[src/rtl/seq_tx_fsm_pkg.sv]
// rtl/seq_tx_fsm_pkg.sv - state encodings and limits shared by the burst transmitter
package seq_tx_fsm_pkg;

  typedef enum logic [1:0] {
    ST_IDLE  = 2'b00,
    ST_SHIFT = 2'b01,
    ST_DONE  = 2'b10,
    ST_BAD   = 2'b11
  } state_t;

  // Default pattern width, which is also the longest legal burst.
  localparam int MAX_LEN = 8;

  // det_count saturates here instead of wrapping.
  localparam logic [3:0] DET_MAX = 4'd15;

endpackage

[src/rtl/jkflipflop.sv]
// rtl/jkflipflop.sv - JK flip-flop holding one state bit of the transmitter FSM
// Ports: clk, reset (sync, active-high, clears q), j/k (set/reset/toggle), q.
module jkflipflop (
  input  logic clk,
  input  logic reset,
  input  logic j,
  input  logic k,
  output logic q
);

  always_ff @(posedge clk) begin
    if (reset) begin
      q <= 1'b0;
    end else begin
      case ({j, k})
        2'b01:   q <= 1'b0;
        2'b10:   q <= 1'b1;
        2'b11:   q <= ~q;
        default: q <= q;
      endcase
    end
  end

endmodule

[src/rtl/seq_tx_fsm.sv]
// rtl/seq_tx_fsm.sv - serial burst transmitter feeding a sequence detector, counts its hits
// Ports: clk, reset (sync, active-high); start/pattern/len request a burst (MSB first);
//        det_in is the detector's same-cycle response to x_out; x_out/valid carry the bits;
//        busy covers SHIFT and DONE; done/err are one-cycle pulses; det_count counts hits.
module seq_tx_fsm
  import seq_tx_fsm_pkg::*;
#(
  parameter int WIDTH = MAX_LEN
) (
  input  logic             clk,
  input  logic             reset,
  input  logic             start,
  input  logic [WIDTH-1:0] pattern,
  input  logic [3:0]       len,
  input  logic             det_in,
  output logic             x_out,
  output logic             valid,
  output logic             busy,
  output logic             done,
  output logic             err,
  output logic [3:0]       det_count
);

  logic             q1;
  logic             q0;
  state_t           state;
  logic             j1, k1, j0, k0;
  logic             len_ok;
  logic             accept;
  logic             reject;
  logic             last;
  logic [WIDTH-1:0] shreg;
  logic [3:0]       cnt;
  logic             err_q;
  logic [3:0]       det_q;

  assign state = state_t'({q1, q0});

  jkflipflop u_state_hi (
    .clk   (clk),
    .reset (reset),
    .j     (j1),
    .k     (k1),
    .q     (q1)
  );

  jkflipflop u_state_lo (
    .clk   (clk),
    .reset (reset),
    .j     (j0),
    .k     (k0),
    .q     (q0)
  );

  always_comb begin
    len_ok = (len != 4'd0) && (len <= 4'(WIDTH));
    accept = (state == ST_IDLE) && start && len_ok;
    reject = (state == ST_IDLE) && start && !len_ok;
    last   = (cnt == 4'd1);

    // Transitions: IDLE->SHIFT on accept, SHIFT->DONE on the last bit,
    // DONE->IDLE and the unused 11->IDLE unconditionally.
    // lo bit: set only from IDLE; clear whenever hi is set or the last bit goes out.
    j0 = ~q1 & accept;
    k0 = q1 | last;
    // hi bit: set only when leaving SHIFT; never survives more than one cycle.
    j1 = q0 & last;
    k1 = 1'b1;

    x_out = 1'b0;
    valid = 1'b0;
    busy  = 1'b0;
    done  = 1'b0;
    case (state)
      ST_SHIFT: begin
        valid = 1'b1;
        busy  = 1'b1;
        x_out = shreg[WIDTH-1];
      end
      ST_DONE: begin
        busy = 1'b1;
        done = 1'b1;
      end
      default: begin
      end
    endcase
  end

  always_ff @(posedge clk) begin
    if (reset) begin
      shreg <= '0;
      cnt   <= 4'd0;
      det_q <= 4'd0;
      err_q <= 1'b0;
    end else begin
      // A rejection is only possible from IDLE, so err can never overlap DONE.
      err_q <= reject;
      if (accept) begin
        shreg <= pattern;
        cnt   <= len;
        det_q <= 4'd0;
      end else if (state == ST_SHIFT) begin
        shreg <= {shreg[WIDTH-2:0], 1'b0};
        cnt   <= cnt - 4'd1;
        if (det_in && (det_q != DET_MAX)) begin
          det_q <= det_q + 4'd1;
        end
      end
    end
  end

  assign err       = err_q;
  assign det_count = det_q;

endmodule
[config.mk]
export PLATFORM = sky130hd
export DESIGN_NAME = seq_tx_fsm
export DESIGN_NICKNAME = d
export VERILOG_FILES = /design/src/rtl/seq_tx_fsm_pkg.sv /design/src/rtl/jkflipflop.sv /design/src/rtl/seq_tx_fsm.sv
export SDC_FILE = /design/constraint.sdc
export NUM_CORES = 1
export LEC_CHECK = 0
export CORE_MARGIN = 1
export CORE_UTILIZATION = 40
export CTS_BUF_LIST = sky130_fd_sc_hd__clkbuf_4 sky130_fd_sc_hd__clkbuf_8
export DETAILED_ROUTE_END_ITERATION = 12
export GPL_ROUTABILITY_DRIVEN = 0
export GPL_TIMING_DRIVEN = 0
export PLACE_DENSITY = 0.7
export SLEW_MARGIN = 0
export SYNTH_ARGS = -nofsm -noshare
export SYNTH_HDL_FRONTEND = slang
export SYNTH_SLANG_ARGS = --single-unit
[constraint.sdc]
create_clock -name clk -period 2.3 [get_ports clk]
set_input_delay 0.46 -clock clk [delete_from_list [all_inputs] [get_ports clk]]
set_output_delay 0.46 -clock clk [all_outputs]
set_load 0.02 [all_outputs]
==> impl_metrics.tcl <==
set metrics [dict create \
    gr-total-overflow 0 \
    power.switching_mw 0.215 \
    r2r_cells 7 \
    relSlewSlack_pct 67.8 \
    sequentialPowerShare_pct 51.5 \
    netlist.area_leader.share_pct 38.6 \
    hpwl_um 1550 \
    antenna_found_initial 0 \
    synth_xor_area_share_pct 3.56 \
    cpLargestDelayFamily "buffers and inverters" \
    synth_top_family_by_area "simple AND/OR/NAND/NOR gates" \
    rsz0062_at_grt "no" \
    dieArea_mm2 0.00266 \
    cts_buffers 3 \
    synth_fp_nets 129 \
    ant_nets 0 \
    coreArea_mm2 0.00228 \
    clock_sinks 19 \
    finClkSkew_ns 0.00602 \
    setup_viol_count_final 0 \
    internal_power_mw 0.511 \
    ys_seq_area_share_pct 38.6 \
    grt_max_degree 18 \
    grt_usage_pct 18.0 \
    min_from "cnt[3]" \
    final_area_mm2 0.00128 \
    syn_inst 107 \
    clk_latency_ns 0.30 \
    synthToLayoutAreaGrowth_pct 29.9 \
    fmax_mhz 472 \
    crit_end "busy" \
    synth_cell_type_count 30 \
    htreeDepth 1 \
    final_core_util_pct 56.2 \
    powerDensity_mw_per_mm2 567 \
    root_buffer "clkbuf_4" \
    finalWorstSetupSlack_ns 0.180 \
    required_ns 1.84 \
    drt-pass1-iter-count 4 \
    worst_pin_slew_ns 0.479 \
    crit_chain "inv_1 -> ha_1 -> clkdlybuf4s50_1" \
    stdcell_count 161 \
    synth_simple_gate_area_share_pct 21.1 \
    slew_viol_final 0 \
    dp.cells 158 \
    arrival_ns 1.66 \
    die_h_um 51.6 \
    wl_um 2090 \
    final_hold_viol_count 0 \
    post_cts.repair.setup_buffers 0 \
    synthTopCellsByArea "dfxtp_1 39%, mux2i_1 8.1%, a211oi_1 7.6%" \
    synth_fa_ha_area_share_pct 7.62 \
    route.vias.total 843 \
    synth_edf_count 0 \
    first_global_vias 774 \
    drive_gt1_share_pct 9.77 \
    wl_per_cell_um 13.0 \
    min_period_ns 2.12 \
    cts_hold_buf 0 \
    io_pins 25 \
    slowest_delay_ns 0.60 \
    clk_path_buf_depth 2 \
    leakagePower_nw 0.467 \
    tritoncts "built" \
    critPathCaptureType "output pin" \
    ys.flop_type "dfxtp_1" \
    synth_area_um2 985 \
    outcome "finished, final reports clean" \
    r2r-start "u_state_hi.q" \
    r2r_setup_slack_ns 0.69 \
    cp_num_cells 3 \
    drtIter0Drc 21 \
    ys_top_cells_by_count "19 x dfxtp_1, 12 x nor2_1, 10 x a211oi_1" \
    ir_worst_vdd_v 0.000336 \
    cp-startpoint "u_state_hi.q" \
    portBuffers 23 \
    crit_type "flip-flop to output pin" \
    drc 0 \
    synth_most_common_cell "dfxtp_1" \
    routed_via_density 5.24 \
    final.fill_count 209 \
    ys_warn_count 0 \
    yosys.area.top_type "dfxtp_1" \
    max_cap_violations 0 \
    cp_max_fo 4 \
    p_sw_share_pct 29.6 \
    avgSynthCellArea_um2 9.20 \
    finalSetupTns_ns 0 \
    combPwrFrac_pct 24.8 \
    grt_pass1_wl_um 3500 \
    async_flop_share_pct 0 \
    start_util_pct 43.3 \
    diodes 0 \
    path_buf_inv 2 \
    final.period_utilization_pct 92.2 \
    synth_mux_area_share_pct 8.13 \
    clk_pin_slew_ns 0.11 \
    min_path_type "flip-flop to flip-flop" \
    synth_compound_area_share_pct 14.7 \
    r2r-end "det_count[1]" \
    pre_cts_slack_ns -0.255 \
    ys_ff_latch 19 \
    worst_path_max_delay_cell "clkdlybuf4s50_1" \
    placed_cell_area_mm2 0.00125 \
    row_count 17 \
    nets 156 \
    die_x_um 51.6 \
    worstSetupStartpointType "flip-flop" \
    p_clk_share_pct 23.7 \
]
-- power by group through the flow --
| stage | Combinational [mW] | Clock (mW) | Sequential (mW) |
|---|---|---|---|
| 2_1_floorplan | 0.117 | 0 | 0.379 |
| 3_3_place_gp | 0.176 | 0 | 0.380 |
| 3_5_place_dp | 0.179 | 0 | 0.381 |
| 4_1_cts | 0.181 | 0.178 | 0.373 |
| 5_1_grt | 0.201 | 0.191 | 0.377 |
| 6_report | 0.180 | 0.172 | 0.374 |
-- cells in the final DEF, fill, tap and decap left out, types with 5 or more instances in the layout --
cell type	count
nand2_1	8
inv_1	5
dfxtp_1	19
clkdlybuf4s50_1	22
ha_1	6
mux2i_1	8
a211oi_1	10
nor3_1	7
nor2_1	12
-- stage by stage --
step	power [mW]	hold WS [ns]
6_report	0.726	0.489
5_1_grt	0.769	0.519
4_1_cts	0.732	0.486
3_5_place_dp	0.560	0.470
3_3_place_gp	0.556	0.462
2_1_floorplan	0.495	0.444
-- logic make-up (layout without fill, tap and decap cells) --
family | Yosys count | after routing
xor+xnor | 4 | 4
flops | 19 | 19
mux | 8 | 8
simple gates | 39 | 39
buf+inv | 12 | 38
compound gates | 19 | 19
fa+ha+maj | 6 | 6
-- layer usage --
| layer | vias up | wire, µm | track usage (%) |
|---|---|---|---|
| li1 | 433 | - | - |
| met1 | 383 | 984 | 22.9 |
| met2 | 25 | 980 | 29.4 |
| met3 | 2 | 93 | 2.92 |
| met4 | 0 | 29 | 8.11 |
| met5 | - | 0 | 0 |
-- state kept, by name (all words and copies together), names as in the netlist --
| name | count |
|---|---|
| shreg | 8 |
| cnt | 4 |
| det_count | 4 |
| err | 1 |
| u_state_hi.q | 1 |
| u_state_lo.q | 1 |
-- how the worst min path moves through the flow --
stage / endpoint / cells past startpoint
after floorplan: u_state_hi.q / 1
after global placement: u_state_hi.q / 1
after detailed placement: cnt[3] / 2
after CTS: cnt[3] / 2
after global routing: cnt[3] / 2
final: cnt[3] / 2
-- worst register-to-register path, delay by kind of cell, from the launching register on --
kind / cells / cell delay, ns
adders and majority gates: 1 / 0.18
buffers and inverters: 2 / 0.30
DFF: 1 / 0.35
muxes: 1 / 0.22
and+or+nand+nor: 3 / 0.45
-- repair_timing --
action                                  in CTS  in global routing
gates resized for setup                      3                  0
endpoints found under the setup margin       1                  0
endpoints found under the hold margin        0                  0
-- cell type report --
type	instances	area, µm²	area share [%]
tap	28	35.0	2.74
multi-input combinational	76	543	42.5
clock inverter	1	5.00	0.391
sequential	19	380	29.7
inverter	5	18.8	1.47
buffer	6	45.0	3.52
clock buffer	3	22.5	1.76
timing repair buffer	23	229	17.9
(Power assumes the default switching activity.)
